[src/rtl/add_cnt_pkg.sv]
// ----------------------------------------------------------------------------
// add_cnt_pkg
//   Shared definitions for the add/count pipeline:
//     cnt_mode_t  - counter mode applied on each accepted operand beat
//                   (UP=0, DOWN=1, HOLD=2, LOAD=3)
//     to_mode()   - maps the raw 2-bit mode port onto cnt_mode_t
// ----------------------------------------------------------------------------
package add_cnt_pkg;

    typedef enum logic [1:0] {
        CNT_UP   = 2'd0,
        CNT_DOWN = 2'd1,
        CNT_HOLD = 2'd2,
        CNT_LOAD = 2'd3
    } cnt_mode_t;

    // All four encodings are legal modes, so the cast is total.
    function automatic cnt_mode_t to_mode(input logic [1:0] raw);
        return cnt_mode_t'(raw);
    endfunction

endpackage : add_cnt_pkg

[src/rtl/add_cnt_counter.sv]
// ----------------------------------------------------------------------------
// add_cnt_counter
//   WIDTH-bit wrapping counter that moves only when step_en is high.
//
//   Ports
//     clk      in   rising-edge clock
//     rst      in   asynchronous active-high reset, clears cnt to 0
//     step_en  in   apply 'mode' on this edge (one accepted beat)
//     mode     in   UP +1, DOWN -1, HOLD keep, LOAD take load_val
//     load_val in   value loaded in LOAD mode
//     cnt      out  current counter value (registered)
// ----------------------------------------------------------------------------
module add_cnt_counter
    import add_cnt_pkg::*;
#(
    parameter int WIDTH = 8
) (
    input  logic             clk,
    input  logic             rst,
    input  logic             step_en,
    input  cnt_mode_t        mode,
    input  logic [WIDTH-1:0] load_val,
    output logic [WIDTH-1:0] cnt
);

    localparam logic [WIDTH-1:0] ONE = {{(WIDTH-1){1'b0}}, 1'b1};

    logic [WIDTH-1:0] cnt_q;
    logic [WIDTH-1:0] cnt_d;

    // Plain WIDTH-bit add/subtract gives the modulo-2^WIDTH wrap in both
    // directions for free.
    always_comb begin
        cnt_d = cnt_q;
        if (step_en) begin
            case (mode)
                CNT_UP:   cnt_d = cnt_q + ONE;
                CNT_DOWN: cnt_d = cnt_q - ONE;
                CNT_HOLD: cnt_d = cnt_q;
                CNT_LOAD: cnt_d = load_val;
                default:  cnt_d = cnt_q;
            endcase
        end
    end

    always_ff @(posedge clk or posedge rst) begin
        if (rst) begin
            cnt_q <= '0;
        end else begin
            cnt_q <= cnt_d;
        end
    end

    assign cnt = cnt_q;

endmodule : add_cnt_counter

[src/rtl/add_cnt_pipe.sv]
// ----------------------------------------------------------------------------
// add_cnt_pipe
//   Two-stage valid/ready pipeline computing sum = a + b + cnt_pre, where
//   cnt_pre is the running counter value at the edge that accepts the beat
//   (before the counter applies that beat's mode).
//
//   Stage 1 registers a+b (WIDTH+1 bits) together with cnt_pre; stage 2
//   registers the final WIDTH-bit result. Both stages move together on
//   advance = !out_valid || out_ready, which is also in_ready, so the
//   pipeline sustains one beat per cycle and stalls as a whole.
//
//   Build option
//     ADD_CNT_PAIR_SAT_EN  defined  : full sum kept in WIDTH+2 bits and
//                                     clamped to 2^WIDTH-1 on overflow,
//                                     sat=1 for a clamped result
//                          undefined: sum truncated modulo 2^WIDTH, sat=0
//
//   Ports
//     clk       in   rising-edge clock
//     rst       in   asynchronous active-high reset
//     in_valid  in   operand beat offered
//     in_ready  out  beat accepted when in_valid && in_ready
//     a, b      in   unsigned operands
//     mode      in   counter mode for the accepted beat (UP/DOWN/HOLD/LOAD)
//     load_val  in   counter value used by LOAD
//     out_valid out  result valid
//     out_ready in   result consumed when out_valid && out_ready
//     sum       out  result
//     sat       out  result was clamped (qualified by out_valid)
//     cnt       out  current counter value
// ----------------------------------------------------------------------------
module add_cnt_pipe
    import add_cnt_pkg::*;
#(
    parameter int WIDTH = 8
) (
    input  logic             clk,
    input  logic             rst,
    input  logic             in_valid,
    output logic             in_ready,
    input  logic [WIDTH-1:0] a,
    input  logic [WIDTH-1:0] b,
    input  logic [1:0]       mode,
    input  logic [WIDTH-1:0] load_val,
    output logic             out_valid,
    input  logic             out_ready,
    output logic [WIDTH-1:0] sum,
    output logic             sat,
    output logic [WIDTH-1:0] cnt
);

    // a+b needs WIDTH+1 bits; adding a WIDTH-bit count needs one more.
    localparam int SUM_W = WIDTH + 2;

    logic             advance;
    logic             accept;
    cnt_mode_t        mode_s;
    logic [WIDTH-1:0] cnt_pre;

    logic             vld_p1_q;
    logic             vld_p1_d;
    logic [WIDTH:0]   ab_p1_q;
    logic [WIDTH:0]   ab_p1_d;
    logic [WIDTH-1:0] cnt_p1_q;

    logic [SUM_W-1:0] full_p2;
    logic             vld_p2_q;
    logic             vld_p2_d;
    logic [WIDTH-1:0] sum_p2_q;
    logic [WIDTH-1:0] sum_p2_d;
    logic             sat_p2_q;
    logic             sat_p2_d;

`ifdef ADD_CNT_PAIR_SAT_EN
    localparam logic [WIDTH-1:0] SUM_MAX = '1;

    // Any set bit above WIDTH means the true sum does not fit: clamp.
    function automatic logic [WIDTH:0] sat_clamp(input logic [SUM_W-1:0] full);
        logic [WIDTH:0] res;
        if (full[SUM_W-1:WIDTH] != '0) begin
            res = {1'b1, SUM_MAX};
        end else begin
            res = {1'b0, full[WIDTH-1:0]};
        end
        return res;
    endfunction
`endif

    // Output register empty or being drained: everything may shift.
    assign advance  = !vld_p2_q || out_ready;
    assign in_ready = advance;
    assign accept   = in_valid && advance;
    assign mode_s   = to_mode(mode);

    add_cnt_counter #(
        .WIDTH(WIDTH)
    ) u_counter (
        .clk     (clk),
        .rst     (rst),
        .step_en (accept),
        .mode    (mode_s),
        .load_val(load_val),
        .cnt     (cnt_pre)
    );

    assign cnt = cnt_pre;

    // ---------------- stage 1: operand sum + counter snapshot ----------------
    assign ab_p1_d  = {1'b0, a} + {1'b0, b};
    assign vld_p1_d = advance ? in_valid : vld_p1_q;

    always_ff @(posedge clk or posedge rst) begin
        if (rst) begin
            vld_p1_q <= 1'b0;
        end else begin
            vld_p1_q <= vld_p1_d;
        end
    end

    always_ff @(posedge clk) begin
        if (accept) begin
            ab_p1_q  <= ab_p1_d;
            cnt_p1_q <= cnt_pre;
        end
    end

    // ---------------- stage 2: final sum, clamp or wrap ----------------
    assign full_p2 = {1'b0, ab_p1_q} + {2'b00, cnt_p1_q};

`ifdef ADD_CNT_PAIR_SAT_EN
    assign {sat_p2_d, sum_p2_d} = sat_clamp(full_p2);
`else
    logic unused_carry;
    assign unused_carry = ^full_p2[SUM_W-1:WIDTH];
    assign sum_p2_d     = full_p2[WIDTH-1:0];
    assign sat_p2_d     = 1'b0;
`endif

    assign vld_p2_d = advance ? vld_p1_q : vld_p2_q;

    // Result registers only load on a real beat, so a bubble passing
    // through leaves the last result in place rather than garbage.
    always_ff @(posedge clk or posedge rst) begin
        if (rst) begin
            vld_p2_q <= 1'b0;
            sum_p2_q <= '0;
            sat_p2_q <= 1'b0;
        end else begin
            vld_p2_q <= vld_p2_d;
            if (advance && vld_p1_q) begin
                sum_p2_q <= sum_p2_d;
                sat_p2_q <= sat_p2_d;
            end
        end
    end

    assign out_valid = vld_p2_q;
    assign sum       = sum_p2_q;
    assign sat       = sat_p2_q;

endmodule : add_cnt_pipe

[config.mk]
export PLATFORM = sky130hd
export DESIGN_NAME = add_cnt_pipe
export DESIGN_NICKNAME = d
export VERILOG_FILES = /design/src/rtl/add_cnt_pkg.sv /design/src/rtl/add_cnt_counter.sv /design/src/rtl/add_cnt_pipe.sv
export SDC_FILE = /design/constraint.sdc
export NUM_CORES = 1
export LEC_CHECK = 0
export CAP_MARGIN = 20
export CORE_ASPECT_RATIO = 1.25
export CORE_UTILIZATION = 46
export CTS_BUF_LIST = sky130_fd_sc_hd__clkbuf_16
export CTS_CLUSTER_SIZE = 12
export DETAILED_ROUTE_END_ITERATION = 12
export GPL_TIMING_DRIVEN = 0
export HOLD_SLACK_MARGIN = 0.12
export PLACE_DENSITY = 0.74
export SYNTH_ARGS = -nofsm -noshare
export SYNTH_HDL_FRONTEND = slang
export SYNTH_SLANG_ARGS = --single-unit
[constraint.sdc]
create_clock -name clk -period 2.19 [get_ports clk]
set_clock_uncertainty 0.2 [all_clocks]
set_input_delay 0.3285 -clock clk [delete_from_list [all_inputs] [get_ports clk]]
set_output_delay 0.3285 -clock clk [all_outputs]
set_load 0.005 [all_outputs]
# After elaboration in Yosys (flattened, before gate mapping)
# Index checks and enable logic that the tools add are counted.
# word_totals
regBits	34
in_bits	30
wordCells	21
# op_classes
n_addsub	4
n_eq_ne	3
mux	1
bitwise	1
n_reduce_logical	6
# ops
op	n
$pmux 8 s3	1
$add 8x8->8	2
$add 8x1->8 const B	1
$sub 8x1->8 const B	1
$eq 2x2->1 const B	2
$eq 2x1->1 const B	1
$logic_and 1x1->1	2
$logic_not 2->1	1
$reduce_and 2->1	1
$logic_not 1->1	1
$logic_or 1x1->1	1
$not 1->1	1

# Depth between registers and ports, before layout
# logic_depth
word_depth	4
depth_mapped	9
depth_no_buf	8

# Hierarchy
# From an unflattened synthesis, not the netlist that was laid out.
# hier_totals
cells_unflattened	232
hier_area_um2	2318.5
# modules_own_cells
module	n_inst	cells_per_inst	area_each_um2	seq_area_each_um2
add_cnt_pipe	1	128	1463.9	730.7
add_cnt_counter	1	104	854.6	200.2

# Least setup slack after synthesis
# No wires, ideal clock.
# synth_path
kind	flip-flop to flip-flop
start	reg ab_p1_q[0]
end	reg sum_p2_q[6], in the netlist sum[6]
arrival_time_ns	1.743
required_ns	1.862
path_slack_ns	0.118
path_stages_with_launch	8
path_buffers	0
synth_period_minus_slack_ns	2.072
path_cell_list	edfxtp_1 > ha_1 > fa_1 > a21o_1 > a31o_2 > a21oi_1 > xor2_1 > o21ai_0
# synth_between
elab_chain_cells	1
# synth_rtl
element	line	text
from (decl)	add_cnt_pipe.sv:62	logic [WIDTH:0] ab_p1_q;
from (signal assigned)	add_cnt_pipe.sv:122	ab_p1_q <= ab_p1_d;
$add 8x8->8	add_cnt_pipe.sv:128	assign full_p2 = {1'b0, ab_p1_q} + {2'b00, cnt_p1_q};
to (signal assigned)	add_cnt_pipe.sv:151	sum_p2_q <= sum_p2_d;
to (decl)	add_cnt_pipe.sv:69	logic [WIDTH-1:0] sum_p2_q;
# Every way passes these cells.
# A chain may end at the register's enable or synchronous reset.

# Final worst setup path
# layout_path
start	in mode[1]
end	reg u_counter.cnt_q[6], in the netlist u_counter.cnt[6]
# layout_between
elab_chain_cells	3
word_cells_on_any_way	7
classes_between	3 x eq/ne; 1 x mux; 1 x bitwise; 2 x reduce/logical
# layout_rtl
element	line	text
from (decl)	add_cnt_pipe.sv:43	input logic [1:0] mode,
branches (longest 3 deep; another with $pmux 8 s3)	--	
to (signal assigned)	add_cnt_counter.sv:50	cnt_q <= cnt_d;
to (decl)	add_cnt_counter.sv:28	logic [WIDTH-1:0] cnt_q;
# Parallel ways; which one is timed is not known.

==> flow_summary.yaml <==
status:
  status: "complete, no violations"
clock_network:
  tritoncts_num_sinks: 34
  clock_latency_ns: 0.28
  cts-root-buf: "clkbuf_16"
  h-tree-depth: 2
  cts_made_buffers: 5
  cts_tree: "yes"
  hold_buffers: 0
  clock_path_buffers: 2
  cts.reportedPaths.clkPinSlew_ns: 0.05
timing:
  relSlewSlack_pct: 52.7
  tightest_slew_ns: 0.709
  hold_viol: 0
  fmax_mhz: 471
  holdWs_ns: 0.270
  report.final.slew_viol_count: 0
  grt_setup_unrepaired: "true"
  finalCritPeriodShare_pct: 96.9
  setup_viol: 0
  period_needed_ns: 2.12
power_and_ir_drop:
  p_leak_nw: 1.17
  vdd_drop_max_mv: 0.533
  power.density_nw_per_um2: 990
  fin_total_pwr_mw: 2.91
run:
  cap_violations: 0
synthesis:
  synth_fp_nets: 263
  synth.area.top_cells: "edfxtp_1 22%, dfrtp_1 21%, ha_1 8.7%, o21ai_0 4.4%, nand2_1 3.6%"
  ys_types: 46
  synth_top_area_cell: "edfxtp_1"
  avgSynthCellArea_um2: 10.0
  yosysTopAreaCellShare_pct: 22.2
  synth_area_um2: 2170
  yosysSeqAreaShare_pct: 42.9
  yosys_warnings: 0
  synth_edf_count: 16
  ys.flop_type: "dfrtp_1"
  synth_cells: 216
  ys_async_sr_fraction_pct: 52.9
  ys_seq_elements: 34
worst_setup_path:
  path_class: "in2reg"
  critPathSlowestCell: "clkdlybuf4s50_1"
  cp_slowest_stage_delay_ns: 0.49
  cp_max_fo: 10
  crit_path_start_kind: "input pin"
  required_ns: 2.14
  path_cells: "clkdlybuf4s50_1 -> nand2b_1 -> buf_6 -> xnor2_1 -> ha_2 -> nand2_1 -> nor4b_1 -> o21ai_0 -> nand3_1 -> a2bb2oi_1"
  arrival_ns: 2.07
  critPathCaptureType: "flip-flop"
grt:
  grt_max_degree: 23
  grt.total_usage_pct: 20.1
  grt_pass1_vias: 1691
  grt_overflow: 0
  antenna_found_initial: 0
  grt_pass1_wl_um: 7740
finish:
  nNetsFinal: 321
  postLayoutCoreUtil_pct: 65.9
  fin_area_um2: 2940
  fill_cells: 378
  diodes: 0
  areaGrowthSynthToFinish_pct: 35.6
  drive_gt1_share_pct: 11.3
  fin_cells: 333
floorplanning:
  dieArea_um2: 4990
  die_x_um: 63.4
  die_y_um: 78.8
  top_level_ports: 49
  core_area_um2: 4460
  rows: 27
  start_util_pct: 48.6
place:
  dpl.cell_count: 321
  dpl_cell_area_um2: 2710
  place.gp.congestion: 0.924
  port_buffers: 47
  detailed_place_hpwl_um: 3360
route:
  post_drt_via_cell_ratio: 5.43
  vias: 1808
  final_antenna_net_count: 0
  wire_per_inst_um: 14.2
  drcViolationCount: 0
  dr.pass1.iters: 4
  detail_route.iter0.violations: 53
  wl_um: 4720
worst_hold_path:
  worst_hold_path_type: "in2async"
[cell usage after synthesis (4+ instances only)]
master	number
nand2b_1	4
dfrtp_1	18
a21oi_1	11
xnor2_1	8
o21bai_1	4
edfxtp_1	16
o21ai_0	19
ha_1	15
nand3_1	5
inv_1	7
nor3_1	10
a21o_1	4
nand2_1	21
or3_1	4
xor2_1	8
nor2_1	11
[where the power goes]
group          internal, mW  leakage (nW)  switching [mW]
sequential            0.871         0.364           0.166
combinational         0.625         0.719           0.476
clock                 0.527        0.0864           0.246
total                  2.02          1.17           0.888
[final cells by class]
cell class	instances	area (µm²)	share of cell area, %
clock buffers	5	125	4.26
flip-flops and latches	34	931	31.7
clock inverters	3	37.5	1.28
well taps	58	72.6	2.47
repair buffers	50	493	16.8
inverters	7	30.0	1.02
plain buffers	11	83.8	2.85
multi-input cells	164	1160	39.5
repair inverters	1	5.00	0.170
[critical path, delay by kind of cell]
family | cells | cell delay (ns)
buffers and inverters | 2 | 0.63
and+or+nand+nor | 4 | 0.54
adders and majority gates | 1 | 0.25
AOI/OAI and AO/OA | 2 | 0.17
xor gates and xnor gates | 1 | 0.13
[metrics by stage]
step,TNS [ns],setup WS [ns]
2_1_floorplan,0,0.118
3_3_place_gp,-3.47,-0.385
3_5_place_dp,-4.90,-0.450
4_1_cts,0,0.0274
5_1_grt,-0.105,-0.0779
6_report,0,0.0679
[path summary, 6_finish.rpt]
check / startpoint / endpoint / slack (ns) / cells after the start
hold / removal: rst / u_counter.cnt[0] / 0.27 / 2
hold reg to reg: sum[4] / sum[4] / 0.28 / 2
setup reg to reg: ab_p1_q[0] / sum[6] / 0.09 / 7
min in group clk: sum[4] / sum[4] / 0.28 / 2
setup / recovery: mode[1] / u_counter.cnt[6] / 0.07 / 10
max in group asynchronous: rst / u_counter.cnt[5] / 1.07 / 2
[per-layer routing]
| metal | track usage (%) | up-vias | routed length (µm) | share of wire (%) |
|---|---|---|---|---|
| li1 | - | 910 | - | - |
| met1 | 23.2 | 858 | 2020 | 43 |
| met2 | 36.4 | 37 | 2540 | 54 |
| met3 | 4.31 | 3 | 131 | 2.8 |
| met4 | 6.59 | 0 | 26 | 0.55 |
| met5 | 0 | - | 0 | 0 |
[cells by family (layout without fill, tap and decap cells)]
group / after synthesis / after routing / share of synthesized area [%]
flip-flops: 34 / 34 / 42.9
AND/OR/NAND/NOR: 64 / 64 / 14.6
other: 1 / 1 / 0.173
XOR/XNOR: 16 / 16 / 6.46
adder cells (fa/ha/maj): 17 / 17 / 10.5
buffers and inverters: 18 / 77 / 5.08
multiplexers: 3 / 3 / 1.50
AO/OA/AOI/OAI: 63 / 63 / 18.8
[placed cells by master (no fill, tap or decap), types with 4 or more instances in the layout]
cell type        synthesis  routed
clkdlybuf4s50_1          0      47
nand2_1                 21      21
o21ai_0                 19      18
dfrtp_1                 18      18
edfxtp_1                16      16
ha_1                    15      13
nor2_1                  11      11
nor3_1                  10      10
a21oi_1                 11       9
inv_1                    7       8
xnor2_1                  8       8
xor2_1                   8       8
buf_4                    2       5
nand3_1                  5       5
clkbuf_16                0       5
nand2b_1                 4       4
o21bai_1                 4       4
a21o_1                   4       4
or3_1                    4       4
[state kept, by name (all words and copies together) (netlist names)]
name	count
ab_p1_q	8
cnt_p1_q	8
sum	8
u_counter.cnt	8
out_valid	1
vld_p1_q	1
[what timing repair did]
item,CTS,global route
gates cloned,0,1
pin swaps,1,5
gates resized for setup,7,4
setup buffers,0,3
endpoints found under the hold margin,0,0
setup endpoints to repair,5,7
Note: power is estimated with default switching activity, not from simulation.
